File: config.mk
export PLATFORM = sky130hd
export DESIGN_NAME = mem_burst_initiator
export DESIGN_NICKNAME = d
export VERILOG_FILES = /design/src/rtl/mem_pkg.sv /design/src/rtl/rd_skid_fifo.sv /design/src/rtl/mem_burst_initiator.sv
export SDC_FILE = /design/constraint.sdc
export NUM_CORES = 1
export LEC_CHECK = 0
export CAP_MARGIN = 20
export CORE_UTILIZATION = 45
export CTS_CLUSTER_SIZE = 10
export DETAILED_ROUTE_END_ITERATION = 12
export PLACE_DENSITY_LB_ADDON = 0.05
export SETUP_SLACK_MARGIN = 0.1
export SLEW_MARGIN = 40
export SYNTH_ARGS = -nofsm -noshare
export SYNTH_HDL_FRONTEND = slang
export SYNTH_SLANG_ARGS = --single-unit
File: constraint.sdc
create_clock -name clock -period 2.2 [get_ports clock]
set_clock_uncertainty 0.05 [all_clocks]
set_input_delay 0.33 -clock clock [delete_from_list [all_inputs] [get_ports clock]]
set_output_delay 0.33 -clock clock [all_outputs]
set_load 0.01 [all_outputs]
File: src/rtl/mem_pkg.sv
// Shared definitions for the memory burst initiator.
//   MEM_DATA_W / MEM_ADDR_W : default word and address widths of the 8x8 memory
//   RD_FIFO_DEPTH           : read-return buffer depth (covers the 2-cycle credit loop)
//   mem_burst_state_t       : burst FSM states
package mem_pkg;
  localparam int MEM_DATA_W    = 8;
  localparam int MEM_ADDR_W    = 3;
  localparam int RD_FIFO_DEPTH = 3;

  typedef enum logic [1:0] {
    IDLE  = 2'd0,
    WRITE = 2'd1,
    READ  = 2'd2,
    DRAIN = 2'd3
  } mem_burst_state_t;
endpackage

File: src/rtl/rd_skid_fifo.sv
// Small circular FIFO that buffers memory read data ahead of the out_* stream.
//   clock, reset_n      : clock, async active-low reset
//   push, push_data     : enqueue (ignored when full and not popping)
//   pop                 : dequeue (ignored when empty)
//   head_data           : oldest entry
//   count, empty, full  : occupancy status
module rd_skid_fifo
  import mem_pkg::*;
#(
  parameter int DATA_W = MEM_DATA_W,
  parameter int DEPTH  = RD_FIFO_DEPTH
) (
  input  logic                           clock,
  input  logic                           reset_n,
  input  logic                           push,
  input  logic [DATA_W-1:0]              push_data,
  input  logic                           pop,
  output logic [DATA_W-1:0]              head_data,
  output logic [$clog2(DEPTH+1)-1:0]     count,
  output logic                           empty,
  output logic                           full
);
  localparam int PTR_W = $clog2(DEPTH);
  localparam int CNT_W = $clog2(DEPTH+1);

  logic [DATA_W-1:0] mem_q [DEPTH];
  logic [DATA_W-1:0] mem_d [DEPTH];
  logic [PTR_W-1:0]  wr_ptr_q, wr_ptr_d, rd_ptr_q, rd_ptr_d;
  logic [CNT_W-1:0]  count_q, count_d;
  logic              do_push, do_pop;

  // Depth need not be a power of two, so pointers wrap explicitly.
  function automatic logic [PTR_W-1:0] ptr_inc(input logic [PTR_W-1:0] p);
    return (p == PTR_W'(DEPTH-1)) ? '0 : p + 1'b1;
  endfunction

  assign empty     = (count_q == '0);
  assign full      = (count_q == CNT_W'(DEPTH));
  assign count     = count_q;
  assign head_data = mem_q[rd_ptr_q];
  assign do_pop    = pop && !empty;
  assign do_push   = push && (!full || do_pop);

  always_comb begin
    mem_d    = mem_q;
    wr_ptr_d = wr_ptr_q;
    rd_ptr_d = rd_ptr_q;
    count_d  = count_q;
    if (do_push) begin
      mem_d[wr_ptr_q] = push_data;
      wr_ptr_d        = ptr_inc(wr_ptr_q);
    end
    if (do_pop) rd_ptr_d = ptr_inc(rd_ptr_q);
    case ({do_push, do_pop})
      2'b10:   count_d = count_q + 1'b1;
      2'b01:   count_d = count_q - 1'b1;
      default: count_d = count_q;
    endcase
  end

  always_ff @(posedge clock or negedge reset_n) begin
    if (!reset_n) begin
      for (int i = 0; i < DEPTH; i++) mem_q[i] <= '0;
      wr_ptr_q <= '0;
      rd_ptr_q <= '0;
      count_q  <= '0;
    end else begin
      mem_q    <= mem_d;
      wr_ptr_q <= wr_ptr_d;
      rd_ptr_q <= rd_ptr_d;
      count_q  <= count_d;
    end
  end
endmodule

File: src/rtl/mem_burst_initiator.sv
// Burst initiator for an 8x8 dual-port memory. Takes a (dir, base_addr, len)
// command and streams len+1 words between a valid/ready stream and the memory,
// sequencing addresses with modulo wrap.
//   clock, reset_n                     : clock, async active-low reset
//   start, dir, base_addr, len         : command (sampled in IDLE only)
//   busy, done                         : status; done is a one-cycle pulse
//   in_valid, in_data, in_ready        : write-data stream
//   out_valid, out_data, out_ready     : read-data stream
//   mem_write, mem_addr_w, mem_datain  : memory write port
//   mem_read, mem_addr_r, mem_dataout  : memory read port (data one cycle after read)
module mem_burst_initiator
  import mem_pkg::*;
#(
  parameter int DATA_W = MEM_DATA_W,
  parameter int ADDR_W = MEM_ADDR_W
) (
  input  logic              clock,
  input  logic              reset_n,
  input  logic              start,
  input  logic              dir,
  input  logic [ADDR_W-1:0] base_addr,
  input  logic [ADDR_W-1:0] len,
  output logic              busy,
  output logic              done,
  input  logic              in_valid,
  input  logic [DATA_W-1:0] in_data,
  output logic              in_ready,
  output logic              out_valid,
  output logic [DATA_W-1:0] out_data,
  input  logic              out_ready,
  output logic              mem_write,
  output logic [ADDR_W-1:0] mem_addr_w,
  output logic [DATA_W-1:0] mem_datain,
  output logic              mem_read,
  output logic [ADDR_W-1:0] mem_addr_r,
  input  logic [DATA_W-1:0] mem_dataout
);
  localparam int CNT_W = $clog2(RD_FIFO_DEPTH+1);
  typedef logic [CNT_W:0] occ_t;

  mem_burst_state_t  state_q, state_d;
  logic [ADDR_W-1:0] addr_q, addr_d, cnt_q, cnt_d;
  logic              inflight_q, inflight_d, done_q, done_d;

  logic [DATA_W-1:0] fifo_head;
  logic [CNT_W-1:0]  fifo_count;
  logic              fifo_empty, fifo_full, pop;
  occ_t              occupancy;

  rd_skid_fifo #(.DATA_W(DATA_W), .DEPTH(RD_FIFO_DEPTH)) u_rd_fifo (
    .clock     (clock),
    .reset_n   (reset_n),
    .push      (inflight_q),
    .push_data (mem_dataout),
    .pop       (pop),
    .head_data (fifo_head),
    .count     (fifo_count),
    .empty     (fifo_empty),
    .full      (fifo_full)
  );

  // Credits: every word either buffered or still returning from memory
  // holds a FIFO slot, so an issue can never overflow the buffer.
  assign occupancy = occ_t'(fifo_count) + occ_t'(inflight_q);

  assign out_valid = !fifo_empty;
  assign out_data  = fifo_empty ? '0 : fifo_head;
  assign pop       = out_valid && out_ready;
  assign busy      = (state_q != IDLE);
  assign done      = done_q;

  always_comb begin
    state_d    = state_q;
    addr_d     = addr_q;
    cnt_d      = cnt_q;
    done_d     = 1'b0;
    in_ready   = 1'b0;
    mem_write  = 1'b0;
    mem_addr_w = '0;
    mem_datain = '0;
    mem_read   = 1'b0;
    mem_addr_r = '0;
    case (state_q)
      IDLE: begin
        if (start) begin
          addr_d  = base_addr;
          cnt_d   = len;
          state_d = dir ? WRITE : READ;
        end
      end
      WRITE: begin
        in_ready   = 1'b1;
        mem_write  = in_valid;
        mem_addr_w = addr_q;
        mem_datain = in_data;
        if (in_valid) begin
          addr_d = addr_q + 1'b1;
          cnt_d  = cnt_q - 1'b1;
          if (cnt_q == '0) begin
            state_d = IDLE;
            done_d  = 1'b1;
          end
        end
      end
      READ: begin
        mem_addr_r = addr_q;
        if (!fifo_full && occupancy < occ_t'(RD_FIFO_DEPTH)) begin
          mem_read = 1'b1;
          addr_d   = addr_q + 1'b1;
          cnt_d    = cnt_q - 1'b1;
          if (cnt_q == '0) state_d = DRAIN;
        end
      end
      DRAIN: begin
        // Leave on the pop that empties the buffer so busy falls with done.
        if (!inflight_q && pop && fifo_count == CNT_W'(1)) begin
          state_d = IDLE;
          done_d  = 1'b1;
        end else if (!inflight_q && fifo_empty) begin
          state_d = IDLE;
        end
      end
      default: state_d = IDLE;
    endcase
  end

  assign inflight_d = mem_read;

  always_ff @(posedge clock or negedge reset_n) begin
    if (!reset_n) begin
      state_q    <= IDLE;
      addr_q     <= '0;
      cnt_q      <= '0;
      inflight_q <= 1'b0;
      done_q     <= 1'b0;
    end else begin
      state_q    <= state_d;
      addr_q     <= addr_d;
      cnt_q      <= cnt_d;
      inflight_q <= inflight_d;
      done_q     <= done_d;
    end
  end
endmodule

==> results_dict.tcl, run 1 <==
set metrics [dict create \
    status "finished, final reports clean" \
    detailed_place_hpwl_um 3480 \
    grt_start_max_net_pins 19 \
    cts-buffers-inserted 5 \
    critical_path.max_fanout 6 \
    initial_detailed_routing_violation_count 55 \
    yosysWarnings 0 \
    routedWlPerCell_um 13.9 \
    worst_setup_path_start_kind "flip-flop" \
    clkSlewWorstSetupHoldPaths_ps 80 \
    layout_min_cycle_time_ps 2050 \
    synth.net_count 248 \
    leakagePower_nw 1.50 \
    place.port_buffers 55 \
    yosys-top-cells-area "sky130_fd_sc_hd__dfrtp_1 45%, sky130_fd_sc_hd__mux2_2 12%, sky130_fd_sc_hd__ha_1 8.4%" \
    mostFrequentLayoutCell "sky130_fd_sc_hd__dfrtp_1" \
    largest_buffer_count_on_any_clock_path 2 \
    layout-drive-gt1-share_pct 25.5 \
    worst-endpoint-arrival_ps 2200 \
    worst-setup-path-type "reg -> reg" \
    antenna_violating_nets_post_route 0 \
    grt_use_total_pct 19.7 \
    start_util_pct 47.0 \
    reg2regPathDepth 5 \
    peakVddDrop_mv 0.747 \
    grt_first_pass_wirelength_um 7760 \
    drv_cap 0 \
    routabilityCongestion 0.749 \
    clkSinkCount 40 \
    achievable-frequency_mhz 488 \
    period_share_pct 93.2 \
    leading_area_contributor_after_synthesis "sky130_fd_sc_hd__dfrtp_1" \
    via_count 1705 \
    finish.net_count 324 \
    synth_instances 205 \
    chipWidth_um 72.5 \
    seq_area_frac_synth_pct 44.8 \
    worst_pin_slew_ps 399 \
    hold_path_class "in -> async" \
    fp.dieH_um 72.5 \
    number_of_synthesized_register_bits 40 \
    mappedNetlistArea_um2 2230 \
    finish.cell_count_without_fillers 349 \
    drt_drc_violations_left 0 \
    drt_wl_total_um 4840 \
    clk_root_buffer_cell "sky130_fd_sc_hd__clkbuf_8" \
    synthesis.area_per_instance_um2 10.9 \
    synthToLayoutAreaGrowth_pct 41.7 \
    grt_setup_unrepaired "true" \
    synth_top_cell_area_share_pct 44.8 \
    finalHoldWorstSlack_ps 442 \
    die_area_um2 5250 \
    maxSlewHeadroom_pct 73.4 \
    clock_insertion_delay_worst_skew_ps 290 \
    drt_pass1_iterations 4 \
    grt_pass1_vias 1602 \
    num_rows 25 \
    drt-vias-per-instance 4.89 \
    fp.coreArea_um2 4750 \
    hold_violation_total_from_the_final_report 0 \
    io-pin-count 56 \
    grt_antenna_before_repair 0 \
    cts_max_level 2 \
    setup_viol_count_final 0 \
    maxSlewViolCount 0 \
    tns_ps 0 \
    layout.cells.most_common_list "37 x sky130_fd_sc_hd__dfrtp_1, 34 x sky130_fd_sc_hd__clkdlybuf4s50_1, 24 x sky130_fd_sc_hd__mux2_2, 20 x sky130_fd_sc_hd__nor2_1" \
    diodes 0 \
    clock_tree_from_tritoncts "done" \
    pwr_density_cell_nw_per_um2 1440 \
    synth_cell_type_count 32 \
    dpl.cell_count 334 \
    crit_path_required_time_ps 2340 \
    cp-end-kind "flip-flop" \
    gr-total-overflow 0 \
]
worst max-delay path: stages (launching register included):
cell and delay (ps):
sky130_fd_sc_hd__dfrtp_1 390, sky130_fd_sc_hd__ha_2 200, sky130_fd_sc_hd__ha_4 210, sky130_fd_sc_hd__a211o_4 360
sky130_fd_sc_hd__a2111o_2 490, sky130_fd_sc_hd__o31ai_1 260
through the flow:
step / power (mW) / utilization (%) / area [µm²] / setup slack (ps)
5_1_grt: 4.94 / 66.6 / 3160 / 62.7
3_3_place_gp: 3.79 / 61.7 / 2940 / 40.0
6_report: 4.56 / 66.6 / 3160 / 149
4_1_cts: 4.49 / 65.5 / 3120 / 91.9
3_5_place_dp: 3.84 / 61.7 / 2940 / 3.55
2_1_floorplan: 2.94 / - / 2230 / 128
sequential cells by signal (all words and copies together) (netlist names):
register	cells
addr_q	3
cnt_q	3
done	1
inflight_q	1
state_q	2
u_rd_fifo.count	2
u_rd_fifo.mem_q	24
u_rd_fifo.rd_ptr_q	2
u_rd_fifo.wr_ptr_q	2
synth_stat cells:
master                     number
sky130_fd_sc_hd__a2111o_1       1
sky130_fd_sc_hd__a211o_1        1
sky130_fd_sc_hd__a211oi_1       1
sky130_fd_sc_hd__a21o_1         2
sky130_fd_sc_hd__a21oi_1        9
sky130_fd_sc_hd__a31oi_1        1
sky130_fd_sc_hd__and2_1        15
sky130_fd_sc_hd__buf_1          2
sky130_fd_sc_hd__buf_6          2
sky130_fd_sc_hd__clkbuf_1       2
sky130_fd_sc_hd__clkinv_2       1
sky130_fd_sc_hd__dfrtp_1       40
sky130_fd_sc_hd__ha_1          15
sky130_fd_sc_hd__inv_1         12
sky130_fd_sc_hd__inv_4          1
sky130_fd_sc_hd__mux2_2        24
sky130_fd_sc_hd__mux2i_1       12
sky130_fd_sc_hd__nand2_1       10
sky130_fd_sc_hd__nand2_4        1
sky130_fd_sc_hd__nand2b_1       1
sky130_fd_sc_hd__nand3_1        1
sky130_fd_sc_hd__nand3b_1       1
sky130_fd_sc_hd__nor2_1        21
sky130_fd_sc_hd__nor2b_1        4
sky130_fd_sc_hd__nor3_4         1
sky130_fd_sc_hd__nor3b_4        2
sky130_fd_sc_hd__o21a_1         1
sky130_fd_sc_hd__o21ai_0       12
sky130_fd_sc_hd__o21ai_4        1
sky130_fd_sc_hd__o22ai_1        1
sky130_fd_sc_hd__o31ai_1        3
sky130_fd_sc_hd__xnor2_1        4
area by class of cell:
type,count,area [µm²]
Timing Repair Buffer,74,688
Fill cell,401,1590
Tap cell,67,83.8
Clock buffer,6,82.6
Sequential cell,40,1000
Clock inverter,2,38.8
Inverter,14,56.3
Multi-Input combinational cell,146,1210
repair_timing:
action / in CTS / in global routing
setup endpoints to repair: 28 / 45
buffers inserted: 3 / 2
gates resized for setup: 36 / 8
endpoints found under the hold margin: 16 / 0
pin swaps: 1 / 3
hold buffers: 1 / 0
gates cloned: 0 / 1
where the power goes:
part / internal, mW / total (mW) / switching (mW)
logic: 1.34 / 2.53 / 1.19
clock network: 0.371 / 0.634 / 0.263
registers: 1.11 / 1.40 / 0.287
total: 2.83 / 4.56 / 1.74
path summary, 6_finish.rpt:
kind                                 start                     to  slack [ps]
worst max register to register  inflight_q              addr_q[0]         150
worst max-delay path            inflight_q              addr_q[0]         150
worst min register to register    cnt_q[0]               cnt_q[0]         440
max in group asynchronous          reset_n  u_rd_fifo.rd_ptr_q[1]        1130
worst min-delay path               reset_n                   done         440
min in group clock                cnt_q[0]               cnt_q[0]         440
layer usage:
metal  track usage, %  up-vias  routed length, µm
li1                 -      849                  -
met1             28.1      808               2310
met2             29.9       39               2260
met3             4.03        9                201
met4             6.54        0                 75
met5                0        -                  0
cell families after synthesis:
kind of cell	synth area share [%]
muxes	17.5
xor gates and xnor gates	1.57
DFF	44.8
and+or+nand+nor	14.3
AOI/OAI and AO/OA	9.24
buffers and inverters	4.20
adders and majority gates	8.40
Note: power is estimated with default switching activity, not from simulation.
==> run 2: changes to the inputs <==
Settings changed: CELL_PAD_IN_SITES_DETAIL_PLACEMENT from default to 1, CELL_PAD_IN_SITES_GLOBAL_PLACEMENT from default to 2, CORE_UTILIZATION 45 to 31, SLEW_MARGIN 40 to 20.
==> results_dict.tcl, run 2 (same netlist as run 1, synthesis figures left out) <==
set metrics [dict create \
    reg2regPathDepth 7 \
    grt_pass1_vias 1841 \
    antenna_violating_nets_post_route 0 \
    largest_reg_flops 24 \
    dpl_worst_slack_ps -42.1 \
    diodes 0 \
    grt_antenna_before_repair 0 \
    hold_violation_total_from_the_final_report 0 \
    critical_path.top_delay_family "compound AO/OA/AOI/OAI gates" \
    grt_use_total_pct 16.1 \
    routedWlPerCell_um 14.4 \
    achievable-frequency_mhz 460 \
    drt_pass1_iterations 4 \
    maxSlewHeadroom_pct 64.7 \
    pwr_density_cell_nw_per_um2 1440 \
    clock_tree_from_tritoncts "done" \
    peakVddDrop_mv 0.480 \
    io-pin-count 56 \
    num_rows 30 \
    drt_wl_total_um 5530 \
    chipWidth_um 86.9 \
    status "finished, final reports clean" \
    maxSlewViolCount 0 \
    cts-buffers-inserted 5 \
    routabilityCongestion 0.697 \
    worst_pin_slew_ps 530 \
    grt_start_max_net_pins 41 \
    clkSlewWorstSetupHoldPaths_ps 90 \
    timing.reg2reg.setup_slack_ps 30 \
    worst-path-buf-inv 1 \
    largest_buffer_count_on_any_clock_path 2 \
    via_count 1732 \
    die_area_um2 7550 \
    start_util_pct 32.5 \
    rr_startpoint "u_rd_fifo.count[0]" \
    critical_path.max_fanout 7 \
    synthToLayoutAreaGrowth_pct 47.5 \
    setup_viol_count_final 0 \
    finalWorstSetupSlack_ps 25.6 \
    layout_min_cycle_time_ps 2170 \
    gr-total-overflow 0 \
    hold_path_class "in -> async" \
    layout-drive-gt1-share_pct 28.2 \
    critPathMaxStageDelay_ps 460 \
    design_power_total_mw 4.76 \
    worst_setup_path_start_kind "flip-flop" \
    leakagePower_nw 1.55 \
    detailed_place_hpwl_um 3880 \
    worst-setup-path-type "reg -> reg" \
    register_name_with_the_most_flops "u_rd_fifo.mem_q" \
    period_share_pct 98.8 \
    layout.cells.most_common_list "38 x sky130_fd_sc_hd__dfrtp_1, 30 x sky130_fd_sc_hd__clkdlybuf4s50_1, 24 x sky130_fd_sc_hd__mux2_2, 22 x sky130_fd_sc_hd__dlygate4sd2_1, 20 x sky130_fd_sc_hd__nor2_1" \
    cp-end-kind "flip-flop" \
    slowest_stage "sky130_fd_sc_hd__a2111o_1" \
    initial_detailed_routing_violation_count 27 \
    worst-endpoint-arrival_ps 2300 \
    crit_path_required_time_ps 2320 \
    place.port_buffers 55 \
    grt_setup_unrepaired "true" \
    drt_drc_violations_left 0 \
    fp.coreArea_um2 6870 \
    clkSinkCount 40 \
    drv_cap 0 \
    finish.net_count 329 \
    finish.utilization_pct 48.0 \
    cts_hold_buffers 0 \
    mostFrequentLayoutCell "sky130_fd_sc_hd__dfrtp_1" \
    cts_max_level 2 \
    clk_root_buffer_cell "sky130_fd_sc_hd__clkbuf_8" \
    clock_insertion_delay_worst_skew_ps 300 \
    drt-vias-per-instance 4.52 \
    final.fill_count 772 \
    timing.rr.end "addr_q[0]" \
    cells_along_the_critical_path "ha_2 -> ha_4 -> a211o_1 -> a2111o_1 -> buf_6 -> o21ai_4 -> o31ai_4" \
    fp.dieH_um 86.9 \
    grt_first_pass_wirelength_um 9160 \
    reg_top3 "u_rd_fifo.mem_q (24), addr_q (3), cnt_q (3)" \
]
## run 2: changes by cell type in the layout (fill, tap and decap cells not counted), moves of 2 or more
cell	change
sky130_fd_sc_hd__dlygate4sd2_1	+5
sky130_fd_sc_hd__o31ai_1	-2
sky130_fd_sc_hd__buf_12	+3
sky130_fd_sc_hd__clkdlybuf4s50_1	-4
## run 2: repair_timing
| item | in CTS | in global routing |
|---|---|---|
| endpoints found under the setup margin | 31 | 29 |
| gates cloned | 0 | 1 |
| pin swaps | 2 | 8 |
| resized for setup | 37 | 16 |
| buffers inserted | 5 | 5 |
## run 2: metal layers
metal	track usage, %	up-vias	part of all wire, %
met5	0	-	0
met3	3.41	5	3.8
met4	3.18	0	0.72
met2	27.7	37	48
met1	20.9	836	47
li1	-	854	-
## run 2: cell type report
cell class,instances,area (µm²),share of cell area [%]
multi-input cells,145,1220,37.0
well taps,96,120,3.65
clock inverters,3,46.3,1.41
repair buffers,80,778,23.6
clock buffers,5,68.8,2.09
flip-flops and latches,40,1000,30.5
inverters,14,57.6,1.75
## run 2: per-stage QoR
stage / cell area, µm² / instances / hold slack [ps] / setup TNS [ps]
after floorplan: 2230 / 205 / -15.6 / 0
after global placement: 3000 / 365 / 387 / 0
after detailed placement: 3000 / 365 / 391 / -56.3
after CTS: 3180 / 378 / 56.6 / -22.7
after global routing: 3290 / 383 / 74.7 / -168
final: 3290 / 383 / 31.0 / 0
## run 2: how the worst max path moves through the flow
stage	start	to	slack (ps)	depth (start not counted)
5_1_grt	u_rd_fifo.count[0]	addr_q[0]	-50	7
6_report	u_rd_fifo.count[0]	addr_q[0]	30	7
4_1_cts	inflight_q	mem_read	-20	5
2_1_floorplan	inflight_q	addr_q[0]	130	6
3_5_place_dp	inflight_q	addr_q[0]	-40	6
3_3_place_gp	inflight_q	cnt_q[0]	20	6
## run 2: power by group
part           total, mW  internal (mW)  switching, mW
combinational       2.76           1.45           1.30
sequential          1.38           1.11          0.269
clock              0.623          0.342          0.281
total               4.76           2.91           1.85
